## src/rtl/instr_sequencer.sv

```systemverilog
// Instruction sequencer: holds a small instruction store and issues a run of
// words from address 0 to the datapath over a valid/ready handshake.
module instr_sequencer #(
  parameter int DEPTH = 32,
  parameter int AW    = 5
) (
  input  logic          clk,
  input  logic          rst,
  input  logic          load_we,
  input  logic [AW-1:0] load_addr,
  input  logic [19:0]   load_data,
  input  logic          start,
  input  logic [AW:0]   count,
  input  logic          instr_ready,
  output logic [19:0]   instr_out,
  output logic          instr_valid,
  output logic [AW-1:0] pc,
  output logic          busy,
  output logic          done,
  output logic [AW:0]   bad_sel_cnt
);

  localparam int DATA_W = 20;

  localparam logic [1:0] S_IDLE  = 2'd0;
  localparam logic [1:0] S_FETCH = 2'd1;
  localparam logic [1:0] S_ISSUE = 2'd2;
  localparam logic [1:0] S_DONE  = 2'd3;

  localparam logic [AW:0]   MAX_LEN = (AW+1)'(DEPTH);
  localparam logic [AW:0]   CNT_ONE = (AW+1)'(1);
  localparam logic [AW-1:0] PC_ONE  = AW'(1);

  logic [DATA_W-1:0] r_store [DEPTH];
  logic [1:0]        r_state;
  logic [AW-1:0]     r_pc;
  logic [AW:0]       r_issued;
  logic [AW:0]       r_run_len;
  logic [AW:0]       r_bad_cnt;
  logic [DATA_W-1:0] r_instr_p1;

  logic        w_idle;
  logic [AW:0] w_issued_nxt;

  function automatic logic sel_illegal(input logic [2:0] sel);
    return (sel == 3'b011) || (sel == 3'b101);
  endfunction

  // Illegal-sel words still issue, but must never write a result.
  function automatic logic [DATA_W-1:0] sanitize(input logic [DATA_W-1:0] w);
    logic [DATA_W-1:0] o;
    o = w;
    if (sel_illegal(w[12:10])) o[18] = 1'b0;
    return o;
  endfunction

  assign w_idle       = (r_state == S_IDLE);
  assign w_issued_nxt = r_issued + CNT_ONE;

  // Store is never cleared by reset; writes only land while idle.
  always_ff @(posedge clk) begin
    if (!rst && w_idle && load_we) r_store[load_addr] <= load_data;
  end

  always_ff @(posedge clk) begin
    if (rst) begin
      r_state    <= S_IDLE;
      r_pc       <= '0;
      r_issued   <= '0;
      r_run_len  <= '0;
      r_bad_cnt  <= '0;
      r_instr_p1 <= '0;
    end else begin
      case (r_state)
        S_IDLE: begin
          if (start) begin
            if (count == '0) begin
              r_state <= S_DONE;
            end else begin
              r_state   <= S_FETCH;
              r_pc      <= '0;
              r_issued  <= '0;
              r_bad_cnt <= '0;
              r_run_len <= (count > MAX_LEN) ? MAX_LEN : count;
            end
          end
        end
        // fetch -> issue register (p1)
        S_FETCH: begin
          r_instr_p1 <= sanitize(r_store[r_pc]);
          r_state    <= S_ISSUE;
        end
        S_ISSUE: begin
          if (instr_ready) begin
            r_issued <= w_issued_nxt;
            if (sel_illegal(r_instr_p1[12:10])) r_bad_cnt <= r_bad_cnt + CNT_ONE;
            if (w_issued_nxt == r_run_len) begin
              r_state <= S_DONE;
            end else begin
              r_pc    <= r_pc + PC_ONE;
              r_state <= S_FETCH;
            end
          end
        end
        S_DONE:  r_state <= S_IDLE;
        default: r_state <= S_IDLE;
      endcase
    end
  end

  assign instr_out   = r_instr_p1;
  assign instr_valid = (r_state == S_ISSUE);
  assign pc          = r_pc;
  assign busy        = (r_state == S_FETCH) || (r_state == S_ISSUE);
  assign done        = (r_state == S_DONE);
  assign bad_sel_cnt = r_bad_cnt;

endmodule

```

## config.mk

```make
export PLATFORM = sky130hd
export DESIGN_NAME = instr_sequencer
export DESIGN_NICKNAME = d
export VERILOG_FILES = /design/src/rtl/instr_sequencer.sv
export SDC_FILE = /design/constraint.sdc
export NUM_CORES = 1
export LEC_CHECK = 0
export BUFFER_PORTS_ARGS = -buffer_cell sky130_fd_sc_hd__buf_2
export CORE_MARGIN = 5
export CORE_UTILIZATION = 64
export CTS_BUF_LIST = sky130_fd_sc_hd__clkbuf_8
export CTS_CLUSTER_SIZE = 25
export DETAILED_ROUTE_END_ITERATION = 16
export GPL_ROUTABILITY_DRIVEN = 0
export PLACE_DENSITY = 0.81
export SLEW_MARGIN = 20
export SYNTH_ARGS = -nofsm -noshare
export SYNTH_HDL_FRONTEND = slang
export SYNTH_SLANG_ARGS = --single-unit
export TNS_END_PERCENT = 50
```

## constraint.sdc

```tcl
create_clock -name clk -period 4 [get_ports clk]
set_input_delay 0.8 -clock clk [delete_from_list [all_inputs] [get_ports clk]]
set_output_delay 0.8 -clock clk [all_outputs]
set_load 0.005 [all_outputs]
```

==> results_dict.tcl <==
set metrics [dict create \
    synth_seq_cells 690 \
    chipWidth_um 214 \
    cts_max_level 3 \
    drive_above_1_share 0.330 \
    grt_pass1_vias 13600 \
    synth.yosys.seq_area_share 0.758 \
    hold_class "in -> reg" \
    hpwl_mm 35.5 \
    ys_dominant_reg_cell "sky130_fd_sc_hd__edfxtp_1" \
    timing.final.setup_violations 0 \
    tritoncts.num_buffers 104 \
    ff_latch_area_um2 20200 \
    cellPowerDensity_nw_per_um2 494 \
    final-hold-violation-count 0 \
    avgSynthCellArea_um2 21.6 \
    path_max_fanout 12 \
    synth.distinct_cells 47 \
    cell_type_with_the_highest_aggregate_area_in_the_netlist "sky130_fd_sc_hd__edfxtp_1" \
    synth-edff-count 640 \
    cts_num_sinks 690 \
    skew_pair_late_insertion_delay_ns 0.68 \
    grtUsageTotal 0.262 \
    ys.warnings.count 0 \
    core-area_um2 41000 \
    r2r_cells 7 \
    synth_top_cells_by_area "sky130_fd_sc_hd__edfxtp_1 72%, sky130_fd_sc_hd__mux4_2 15%, sky130_fd_sc_hd__dfxtp_1 3.8%, sky130_fd_sc_hd__mux2i_1 2.6%, sky130_fd_sc_hd__nor2_1 1.1%" \
    cts.hold.buffers_added 0 \
    crit_required_ns 4.35 \
    postPlaceCellArea_um2 28000 \
    detailedRoute.firstPassIterationCount 5 \
    grt_first_pass_wirelength_mm 88.4 \
    initial_antenna_violation_count 4 \
    nFillCells 2234 \
    slowest_stage "sky130_fd_sc_hd__nor2_2" \
    finalHoldWorstSlack_ns 0.431 \
    avgViaCountPerCell 6.58 \
    fp.dieArea_um2 45900 \
    r2r_setup_slack_ns 1.19 \
    crit_path_max_incr_delay_ns 0.52 \
    timing.hold.worst_endpoint "r_run_len[4]" \
    multi_input_comb_area_um2 6210 \
    cts_setup_buffers 0 \
    post_route_design_area_um2 30000 \
    cp_num_buf_inv 2 \
    initial_core_util 0.651 \
    post_drt_wl_per_cell_um 29.4 \
    nNetsFinal 1450 \
    area_added_between_synthesis_and_finish_pct 12.6 \
    synth_nets 1279 \
    synth.top_cell.area_share 0.720 \
    layout_common_cells "640 x sky130_fd_sc_hd__edfxtp_1, 182 x sky130_fd_sc_hd__mux4_2, 122 x sky130_fd_sc_hd__clkbuf_8" \
    cts.path.max_buffers 3 \
    reg2reg_to "r_store[6][5]" \
    layout_worst_path_cycle_share 0.703 \
    critical_path.cell_chain "inv_1, ha_1, nand3b_1, nor2_1, nand2_1, nor2_2, buf_4" \
    timing_worst_slew_pin_value_ns 0.811 \
    clkTransAtPathRegs_ns 0.06 \
    criticalPathCategory "reg -> reg" \
    postSynthCellCount 1235 \
    setup_tns_ns 0 \
    ir_drop_v 0.000427 \
    startpoint_type "flip-flop" \
    fmax_mhz 356 \
    cp_data_arrival_time_ns 3.16 \
    post-route-drc-count 0 \
    gates_resized_cts_repair 0 \
    power.leakage_nw 9.43 \
    synth_area_um2 26700 \
    final-max-slew-violation-count 0 \
    io_pins 70 \
    grt_overflow 0 \
    layout_commonest_cell "sky130_fd_sc_hd__edfxtp_1" \
    postRouteAntennaNets 0 \
    cts_tree "done" \
    routed-via-count 13300 \
    async_flop_share 0 \
    whs_path_depth 3 \
    endpoint_kind "flip-flop" \
    run_status "finished clean" \
    drt_first_iter_violations 1718 \
    place.port_buffers 69 \
    relSlewSlack 0.460 \
    cpLargestDelayFamily "simple AND/OR/NAND/NOR gates" \
    cts_root_buffer "sky130_fd_sc_hd__clkbuf_8" \
    layout.core_utilization 0.732 \
    die_h_um 214 \
    rows 74 \
    worstReg2RegStart "r_state[0]" \
    drv_cap 0 \
    min-delay-start "count[4]" \
    period_minus_ws_final_ns 2.81 \
    timing.clock.skew_ns 0.0306 \
    totalWireLength_mm 59.6 \
    grt_setup_unrepaired "false" \
    grt_start_max_net_pins 42 \
]
## registers in the layout, summed over array words and instances (netlist names), named ones only
| name | cells |
|---|---|
| bad_sel_cnt | 6 |
| instr_out | 20 |
| pc | 5 |
| r_issued | 6 |
| r_run_len | 6 |
| r_state | 2 |
| r_store | 640 |
## area by class of cell
type | instances | share of cell area
Antenna cell | 1 | 0.0000833
Clock buffer | 122 | 0.0559
Clock inverter | 70 | 0.0130
Inverter | 5 | 0.000625
Multi-Input combinational cell | 480 | 0.207
Sequential cell | 690 | 0.674
Tap cell | 532 | 0.0222
Timing Repair Buffer | 125 | 0.0280
## Yosys cell counts (2+ instances only)
master                     instances
sky130_fd_sc_hd__nand4b_1          4
sky130_fd_sc_hd__inv_1             4
sky130_fd_sc_hd__nand4_1           3
sky130_fd_sc_hd__clkbuf_1         20
sky130_fd_sc_hd__buf_6             2
sky130_fd_sc_hd__mux4_2          182
sky130_fd_sc_hd__nor2_1           75
sky130_fd_sc_hd__edfxtp_1        640
sky130_fd_sc_hd__nor3b_1           3
sky130_fd_sc_hd__mux2i_1          69
sky130_fd_sc_hd__ha_1              8
sky130_fd_sc_hd__dfxtp_1          50
sky130_fd_sc_hd__a211oi_1         21
sky130_fd_sc_hd__mux2_2            2
sky130_fd_sc_hd__nand3b_1          7
sky130_fd_sc_hd__xnor2_1           3
sky130_fd_sc_hd__nand3_1           8
sky130_fd_sc_hd__nor2b_1           4
sky130_fd_sc_hd__buf_2            23
sky130_fd_sc_hd__buf_1             2
sky130_fd_sc_hd__and3_1            2
sky130_fd_sc_hd__buf_4            12
sky130_fd_sc_hd__nor3_1            3
sky130_fd_sc_hd__o21ai_1           5
sky130_fd_sc_hd__o21ai_0           5
sky130_fd_sc_hd__nand2_1          14
sky130_fd_sc_hd__a22oi_1           4
sky130_fd_sc_hd__xor2_1            9
sky130_fd_sc_hd__a21o_1            3
sky130_fd_sc_hd__a21oi_1          23
sky130_fd_sc_hd__nand2b_1          4
sky130_fd_sc_hd__or3_1             6
## cells by family (layout without fill, tap and decap cells)
group / count (synthesis) / count (layout) / share of synthesized area
xor+xnor: 13 / 13 / 0.00478
compound gates: 70 / 70 / 0.0168
mux: 253 / 253 / 0.180
fa+ha+maj: 8 / 8 / 0.00375
other cells: 0 / 1 / 0
simple gates: 136 / 136 / 0.0239
buf+inv: 65 / 322 / 0.0126
flops: 690 / 690 / 0.758
## where the power goes
group          internal, mW  total [mW]  switching [mW]
Sequential             8.01        8.10          0.0913
Clock                  2.98        5.61            2.63
Combinational         0.440        1.12           0.676
Total                  11.4        14.8            3.40
## worst reg2reg max path, delay by kind of cell (launching register included)
family / cells / cell delay (ns)
AND/OR/NAND/NOR: 4 / 1.31
buffers and inverters: 2 / 0.44
adder cells (fa/ha/maj): 1 / 0.41
flip-flops: 1 / 0.34
## worst max-delay path by stage
stage                     from        endpoint  slack [ns]  depth (start not counted)
floorplan                  rst  r_store[12][0]        1.11                          5
global placement           rst   r_store[3][4]        1.23                          6
detailed placement         rst   r_store[6][4]        1.12                          6
CTS                 r_state[0]   r_store[6][2]        1.14                          7
global route         flip-flop   instr_out[18]        1.03                          6
finish              r_state[0]   r_store[6][5]        1.19                          7
## per-layer routing
metal  GRT usage  wire length (µm)  vias up
met1       0.368             22400     6933
met3      0.0799              6480      124
met5           0                34        -
li1            -                 -     5521
met2       0.415             29200      749
met4      0.0698              1480        6
## per-stage QoR
stage | worst slack [ns] | power [mW] | instances
2_1_floorplan | 1.11 | 8.90 | 1235
3_3_place_gp | 1.23 | 9.33 | 1832
3_5_place_dp | 1.12 | 9.37 | 1832
4_1_cts | 1.14 | 14.9 | 2024
5_1_grt | 1.03 | 15.4 | 2024
6_report | 1.19 | 14.8 | 2025
No activity file was read; power rests on OpenSTA's default activity.
